[src/rtl/muldiv_dispatch_pkg.sv]
// Shared constants for the M-extension dispatch stage: decode mask/match,
// funct3 codes, FSM state encoding and writeback error codes.
package mul_div_constants;

    // An instruction belongs to RV32M iff (instr & mask) == match
    localparam logic [31:0] M_EXT_MASK  = 32'hFE00007F;
    localparam logic [31:0] M_EXT_MATCH = 32'h02000033;

    // RV32M funct3 codes; codes below F3_DIV go to the multiplier
    localparam logic [2:0] F3_MUL    = 3'b000;
    localparam logic [2:0] F3_MULH   = 3'b001;
    localparam logic [2:0] F3_MULHSU = 3'b010;
    localparam logic [2:0] F3_MULHU  = 3'b011;
    localparam logic [2:0] F3_DIV    = 3'b100;
    localparam logic [2:0] F3_DIVU   = 3'b101;
    localparam logic [2:0] F3_REM    = 3'b110;
    localparam logic [2:0] F3_REMU   = 3'b111;

    typedef enum logic [1:0] {
        ST_IDLE  = 2'b00,
        ST_ISSUE = 2'b01,
        ST_WAIT  = 2'b10,
        ST_WB    = 2'b11
    } state_e;

    localparam logic [1:0] WB_ERR_OK      = 2'b00;
    localparam logic [1:0] WB_ERR_ILLEGAL = 2'b01;
    localparam logic [1:0] WB_ERR_TIMEOUT = 2'b10;

    function automatic logic is_m_ext(input logic [31:0] instr);
        return (instr & M_EXT_MASK) == M_EXT_MATCH;
    endfunction

    // DIV group occupies funct3 values 4..7
    function automatic logic is_div_group(input logic [2:0] funct3);
        return funct3 >= F3_DIV;
    endfunction

endpackage

[src/rtl/muldiv_dispatch_timeout_counter.sv]
// Cycle counter for the WAIT state: cleared on issue, counts while waiting,
// flags the last permitted cycle.
module muldiv_timeout_counter #(
    parameter int TIMEOUT_CYCLES = 64,
    parameter int CNT_W          = 7
) (
    input  logic clk,
    input  logic reset,
    input  logic clear_i,
    input  logic enable_i,
    output logic expire_o
);

    logic [CNT_W-1:0] cnt_q;

    // Counter register: clear has priority over counting
    always_ff @(posedge clk) begin
        if (reset) begin
            cnt_q <= {CNT_W{1'b0}};
        end else if (clear_i) begin
            cnt_q <= {CNT_W{1'b0}};
        end else if (enable_i) begin
            cnt_q <= cnt_q + {{(CNT_W-1){1'b0}}, 1'b1};
        end else begin
            cnt_q <= cnt_q;
        end
    end

    assign expire_o = (cnt_q == CNT_W'(TIMEOUT_CYCLES - 1));

endmodule

[src/rtl/muldiv_dispatch.sv]
// Issue/collect stage between execute and the multiplier/divider units.
// One request in flight; results return on a writeback handshake tagged with rd.
module muldiv_dispatch
    import mul_div_constants::*;
#(
    parameter int TIMEOUT_CYCLES = 64,
    parameter int CNT_W          = 7
) (
    input  logic        clk,
    input  logic        reset,
    input  logic        req_valid,
    output logic        req_ready,
    input  logic [31:0] req_instruction,
    input  logic [31:0] req_operand_a,
    input  logic [31:0] req_operand_b,
    input  logic [4:0]  req_rd,
    output logic        mult_i_valid,
    input  logic        mult_o_ready,
    input  logic        mult_result_valid,
    input  logic [31:0] mult_result,
    output logic        div_i_valid,
    input  logic        div_o_ready,
    input  logic        div_result_valid,
    input  logic [31:0] div_result,
    output logic [31:0] unit_instruction,
    output logic [31:0] unit_operand_a,
    output logic [31:0] unit_operand_b,
    output logic        wb_valid,
    input  logic        wb_ready,
    output logic [4:0]  wb_rd,
    output logic [31:0] wb_data,
    output logic [1:0]  wb_err
);

    state_e      state_q;
    logic        sel_div_q;
    logic [4:0]  rd_q;
    logic [31:0] instr_q;
    logic [31:0] op_a_q;
    logic [31:0] op_b_q;
    logic        wb_valid_q;
    logic [4:0]  wb_rd_q;
    logic [31:0] wb_data_q;
    logic [1:0]  wb_err_q;

    logic        unit_ready_s;
    logic        result_valid_s;
    logic [31:0] result_s;
    logic        cnt_clear_s;
    logic        cnt_en_s;
    logic        expire_s;

    // Only the selected unit's handshake is ever looked at
    assign unit_ready_s   = sel_div_q ? div_o_ready      : mult_o_ready;
    assign result_valid_s = sel_div_q ? div_result_valid : mult_result_valid;
    assign result_s       = sel_div_q ? div_result       : mult_result;

    // Issue strobes follow the unit's ready directly while in ISSUE
    assign mult_i_valid = (state_q == ST_ISSUE) && !sel_div_q && mult_o_ready;
    assign div_i_valid  = (state_q == ST_ISSUE) &&  sel_div_q && div_o_ready;

    // Ready is forced low while reset is held so nothing is taken mid-reset
    assign req_ready = (state_q == ST_IDLE) && !reset;

    assign cnt_clear_s = (state_q == ST_ISSUE) && unit_ready_s;
    assign cnt_en_s    = (state_q == ST_WAIT);

    muldiv_timeout_counter #(
        .TIMEOUT_CYCLES (TIMEOUT_CYCLES),
        .CNT_W          (CNT_W)
    ) u_timeout (
        .clk      (clk),
        .reset    (reset),
        .clear_i  (cnt_clear_s),
        .enable_i (cnt_en_s),
        .expire_o (expire_s)
    );

    // Dispatch FSM: captures the request, waits for the unit, holds writeback
    always_ff @(posedge clk) begin
        if (reset) begin
            state_q    <= ST_IDLE;
            sel_div_q  <= 1'b0;
            rd_q       <= 5'd0;
            instr_q    <= 32'd0;
            op_a_q     <= 32'd0;
            op_b_q     <= 32'd0;
            wb_valid_q <= 1'b0;
            wb_rd_q    <= 5'd0;
            wb_data_q  <= 32'd0;
            wb_err_q   <= WB_ERR_OK;
        end else begin
            case (state_q)
                ST_IDLE: begin
                    if (req_valid) begin
                        instr_q   <= req_instruction;
                        op_a_q    <= req_operand_a;
                        op_b_q    <= req_operand_b;
                        rd_q      <= req_rd;
                        sel_div_q <= is_div_group(req_instruction[14:12]);
                        if (is_m_ext(req_instruction)) begin
                            state_q <= ST_ISSUE;
                        end else begin
                            state_q    <= ST_WB;
                            wb_valid_q <= 1'b1;
                            wb_rd_q    <= req_rd;
                            wb_data_q  <= 32'd0;
                            wb_err_q   <= WB_ERR_ILLEGAL;
                        end
                    end
                end
                ST_ISSUE: begin
                    if (unit_ready_s) begin
                        state_q <= ST_WAIT;
                    end
                end
                ST_WAIT: begin
                    // A result in the expiry cycle still counts as success
                    if (result_valid_s) begin
                        state_q    <= ST_WB;
                        wb_valid_q <= 1'b1;
                        wb_rd_q    <= rd_q;
                        wb_data_q  <= (rd_q == 5'd0) ? 32'd0 : result_s;
                        wb_err_q   <= WB_ERR_OK;
                    end else if (expire_s) begin
                        state_q    <= ST_WB;
                        wb_valid_q <= 1'b1;
                        wb_rd_q    <= rd_q;
                        wb_data_q  <= 32'd0;
                        wb_err_q   <= WB_ERR_TIMEOUT;
                    end
                end
                ST_WB: begin
                    if (wb_ready) begin
                        state_q    <= ST_IDLE;
                        wb_valid_q <= 1'b0;
                    end
                end
                default: begin
                    state_q    <= ST_IDLE;
                    wb_valid_q <= 1'b0;
                end
            endcase
        end
    end

    assign unit_instruction = instr_q;
    assign unit_operand_a   = op_a_q;
    assign unit_operand_b   = op_b_q;
    assign wb_valid         = wb_valid_q;
    assign wb_rd            = wb_rd_q;
    assign wb_data          = wb_data_q;
    assign wb_err           = wb_err_q;

endmodule

[config.mk]
export PLATFORM = sky130hd
export DESIGN_NAME = muldiv_dispatch
export DESIGN_NICKNAME = d
export VERILOG_FILES = /design/src/rtl/muldiv_dispatch_pkg.sv /design/src/rtl/muldiv_dispatch_timeout_counter.sv /design/src/rtl/muldiv_dispatch.sv
export SDC_FILE = /design/constraint.sdc
export NUM_CORES = 1
export LEC_CHECK = 0
export CAP_MARGIN = 0
export CORE_AREA = 2 2 123 125
export DETAILED_ROUTE_END_ITERATION = 10
export DIE_AREA = 0 0 125 127
export DONT_BUFFER_PORTS = 1
export HOLD_SLACK_MARGIN = 0.03
export PLACE_DENSITY = 0.56
export SLEW_MARGIN = 20
export SYNTH_ARGS = -nofsm -noshare
export SYNTH_HDL_FRONTEND = slang
export SYNTH_SLANG_ARGS = --single-unit
[constraint.sdc]
create_clock -name clk -period 2.4 [get_ports clk]
set_input_delay 0.48 -clock clk [delete_from_list [all_inputs] [get_ports clk]]
set_output_delay 0.48 -clock clk [all_outputs]
set_load 0.05 [all_outputs]
# Word level (Yosys, flattened, before mapping)
# Cells that the tools add are included.
[word_totals] wordCells=72 ff_bits=151 out_inout_bits=139 in_bits=173
[op_classes] reduce_logical=17 magnitude_cmp=1 n_addsub=1 n_eq_ne=10 muxes=32
[op_table] op="$mux 32" n=6
[op_table] op="$pmux 32 s2" n=1
[op_table] op="$mux 2" n=10
[op_table] op="$mux 5" n=4
[op_table] op="$eq 14x8->1 const B" n=1
[op_table] op="$pmux 5 s2" n=1
[op_table] op="$ne 2x2->1 const B" n=4
[op_table] op="$pmux 2 s4" n=1
[op_table] op="$reduce_and 4->1" n=2
[op_table] op="$add 7x1->7 const B" n=1
[op_table] op="$eq 7x6->1 const B" n=1
[op_table] op="$mux 1" n=7
[op_table] op="$logic_and 1x1->1" n=6
[op_table] op="$logic_not 5->1" n=1
[op_table] op="$reduce_and 5->1" n=1
[op_table] op="$eq 2x2->1 const B" n=2
[op_table] op="$pmux 2 s2" n=1
[op_table] op="$ge 3x3->1 const B" n=1
[op_table] op="$ne 3x2->1 const B" n=1
[op_table] op="$pmux 1 s3" n=1
[op_table] op="$reduce_bool 3->1" n=1
[op_table] op="$eq 2x1->1 const B" n=1
[op_table] op="$logic_not 1->1" n=2
[op_table] op="$logic_not 2->1" n=1
[op_table] op="3 further kinds" n=3

# Longest topological paths before layout
[depth] depth_word=4 depth_mapped=9 ltp_nobuf=6

# Cells and area by module
# From an unflattened synthesis, not the netlist that was laid out.
[hier_totals] hier_cells=733 area_unflattened_um2=6233.5
[by_module_without_submodules] module="muldiv_dispatch" cells_per_inst=699 seq_area_each_um2=2882.8 area_per_inst_um2=5929.4 n_inst=1
[by_module_without_submodules] module="muldiv_timeout_counter" cells_per_inst=34 seq_area_each_um2=140.1 area_per_inst_um2=304.0 n_inst=1

# Worst setup path after synthesis
# No wires, ideal clock.
[synth_path] path_kind="register to output" start="register state_q[0]" end="output port req_ready" slack_ns=0.450 path_stages_with_launch=5 n_path_buf=1 arrival_ns=1.470 required_time_ns=1.920 cell_sequence="dfxtp_1 > inv_1 > ha_1 > buf_2 > nor2b_1"
[synth_between] elab_chain_cells=2
[synth_lines] item="start: declaration" line="muldiv_dispatch.sv:35" text="state_e state_q;"
[synth_lines] item="start signal: assignment" line="muldiv_dispatch.sv:82" text="state_q <= ST_IDLE;"
[synth_lines] item="start signal: assignment" line="muldiv_dispatch.sv:102" text="state_q <= ST_ISSUE;"
[synth_lines] item="start signal: assignment" line="muldiv_dispatch.sv:104" text="state_q <= ST_WB;"
[synth_lines] item="$logic_not 2->1" line="muldiv_dispatch.sv:63" text="assign req_ready = (state_q == ST_IDLE) && !reset;"
[synth_lines] item="$logic_and 1x1->1" line="muldiv_dispatch.sv:63"
[synth_lines] item="end: declaration" line="muldiv_dispatch.sv:12" text="output logic req_ready,"
# Every way passes these cells.

# Final worst setup path
# Ends and elaborated chain as after synthesis.

==> flow_summary.yaml <==
clocking:
  h-tree-depth: 4
  cts_buffers: 17
  cts_resized: 0
  cts_buffer_depth: 2
  cts_tree: "yes"
  clk_pin_slew_ns: 0.06
  hold_buffers: 0
  post_cts_buffers: 0
  cts-root-buf: "clkbuf_16"
  clock_latency_ns: 0.42
  cts_sinks: 151
detailed_routing:
  wire_per_inst_um: 17.9
  dr.pass1.iters: 4
  drt-total-wl_mm: 16.5
  drc_errors: 0
  avgViaCountPerCell: 5.37
  num_vias: 4951
  drt_iter0_markers: 212
  detail-route-antenna-nets: 0
run_status:
  outcome: "completed"
worst_setup_path:
  critical_path_class: "flip-flop to output pin"
  required_ns: 1.92
  cp-start-kind: "flip-flop"
  path_buf_inv: 3
  cp_max_fo: 10
  cpLargestDelayFamily: "buffers and inverters"
  crit_path_end_kind: "output pin"
  max_stage_delay_ns: 0.42
  critical-path-slowest-cell: "dfxtp_1"
  critical_path_arrival_ns: 1.71
  timing.critical_path.cells: "inv_1 -> ha_1 -> buf_4 -> nor2b_1 -> buf_4"
  path_common_cell: "buf_4"
global_routing:
  first_global_vias: 5094
  grt_pass1_wl_mm: 25.4
  grt_start_max_net_pins: 115
  antenna_found_initial: 0
  grt_usage_pct: 20.2
  grt-ovfl-total: 0
pwr:
  p_seq_share_pct: 48.2
  p_sw_share_pct: 42.9
  p_sw_w: 0.00392
  power.leakage_nw: 2.61
  clockPowerShare_pct: 28.2
  power.internal_w: 0.00522
  power_w: 0.00913
  worst_ir_drop_vdd_mv: 0.557
  p_comb_share_pct: 23.6
  pwr_density_cell_mw_per_mm2: 1310
timing:
  setup_viol: 0
  max_freq_mhz: 457
  min_period_ns: 2.19
  skew_ns: 0.00507
  hold_viol: 0
  tns_ns: 0
  slew_headroom_pct: 60.2
  rsz0062_at_grt: "false"
  finalMaxSlewViolations: 0
  tightest_slew_ns: 0.597
  fin_crit_sh_pct: 91.1
placed_design:
  portBuffers: 0
  placedCellCount: 890
  dp_hpwl_mm: 12.1
  gp_congestion: 0.849
  place_area_sq_mm: 0.00640
final_layout:
  drive_gt1_share_pct: 13.1
  utilization_pct: 48.4
  antenna_cells: 0
  multi_input_area_sq_mm: 0.00293
  nets: 905
  area_growth_syn_to_layout_pct: 11.3
  layout.cells.non_filler: 922
  stdcell_area_sq_mm: 0.00697
  n_fill_cell: 1362
  seq_area_sq_mm: 0.00302
die:
  fp.dieH_um: 127
  core_area_sq_mm: 0.0144
  dieWidth_um: 125
  die-area_sq_mm: 0.0159
  start_util_pct: 43.5
  pin_count: 312
  rows: 44
synthesis:
  ys_seq_area_share_pct: 48.2
  synth.distinct_cells: 44
  synth_seq_cells: 151
  synth_top_area_cell: "dfxtp_1"
  yosys-top-cells-area: "dfxtp_1, nand2_1, a21oi_1"
  yosysWarnings: 0
  synth_nets: 922
  synth_top_area_share_pct: 48.2
  synthCells: 742
  syn_area_per_cell_sq_um: 8.45
  synth_area_sq_mm: 0.00627
job:
  cap_violations: 0
min_path:
  min_path_type: "input pin to flip-flop"
-- final timing paths --
path / startpoint / end / slack (ns) / depth (start not counted)
max: state_q[0]$_SDFFE_PP0P_ / req_ready / 0.21 / 5
min: reset / unit_operand_b[2]$_SDFFE_PP0P_ / 0.15 / 1
max reg2reg: state_q[0]$_SDFFE_PP0P_ / wb_rd[2]$_SDFFE_PP0P_ / 0.38 / 7
min reg2reg: rd_q[2]$_SDFFE_PP0P_ / rd_q[2]$_SDFFE_PP0P_ / 0.48 / 2
-- through the flow --
stage / hold WS [ns] / setup WS, ns
after global placement: 0.455 / 0.436
final: 0.155 / 0.213
after detailed placement: 0.465 / 0.402
after CTS: 0.130 / 0.206
after floorplan: 0.445 / 0.450
after global routing: 0.131 / 0.120
-- cell families after synthesis --
group | share of synthesized area [%]
AOI/OAI and AO/OA | 12.0
muxes | 11.7
xor gates and xnor gates | 0.699
DFF | 48.2
adders and majority gates | 1.40
and+or+nand+nor | 20.8
buffers and inverters | 5.13
-- cell type report --
class                      instances  share of cell area (%)
clock buffer                      18                    6.15
clock inverter                    14                    2.05
inverter                          11                   0.592
multi-input combinational        526                    42.1
sequential                       151                    43.4
tap                              184                    3.30
timing repair buffer              18                    2.48
-- state kept, by name, indices dropped and copies added (netlist names), 2 cells and up --
register	flops
unit_operand_b	32
wb_data	32
unit_operand_a	32
state_q	2
rd_q	5
unit_instruction	32
wb_err	2
wb_rd	5
u_timeout.cnt_q	7
-- power groups by stage --
stage / Clock [W] / Combinational [W] / Sequential [W]
2_1_floorplan: 0 / 0.00191 / 0.00433
3_3_place_gp: 0 / 0.00211 / 0.00446
3_5_place_dp: 0 / 0.00217 / 0.00446
4_1_cts: 0.00265 / 0.00218 / 0.00441
5_1_grt: 0.00274 / 0.00242 / 0.00444
6_report: 0.00257 / 0.00216 / 0.00440
-- cell usage after synthesis (all sizes together) --
cell	instances
and2	1
a31oi	1
a41o	2
a31o	1
or4	1
dfxtp	151
nand2	279
o21ai	6
and4bb	1
and4	1
a32o	1
a211o	1
nor3	2
o311a	1
and3	2
a2111oi	1
a221oi	5
and3b	2
buf	16
mux2i	36
nor4	3
o311ai	1
nand3	2
a21oi	104
or3	2
xor2	2
xnor2	3
nor4bb	2
nor2b	4
mux2	32
nand2b	1
clkbuf	38
nand4	5
inv	11
nor2	13
a41oi	1
ha	7
-- per-layer routing --
metal  track usage (%)  vias to the layer above  share of wire [%]  wire length (um)
li1                  -                     2416                  -                 -
met1              21.2                     2283                 38              6200
met2              36.1                      224                 51              8320
met3              7.91                       28                9.2              1520
met4              8.50                        0                2.6               434
met5                 0                        -                  0                 0
-- cell usage in the layout (no fill, tap or decap), types with 3 or more instances in the layout --
cell	n
nor2_1	13
nor4_1	3
a21oi_1	104
a221oi_2	5
nand2_1	278
clkinvlp_4	5
ha_1	7
o21ai_0	6
xnor2_1	3
buf_12	3
nor2b_1	4
mux2i_1	35
dfxtp_1	150
clkbuf_16	17
buf_4	15
inv_6	4
mux2_2	32
nand4_1	4
inv_1	11
Note: power is estimated with default switching activity, not from simulation.
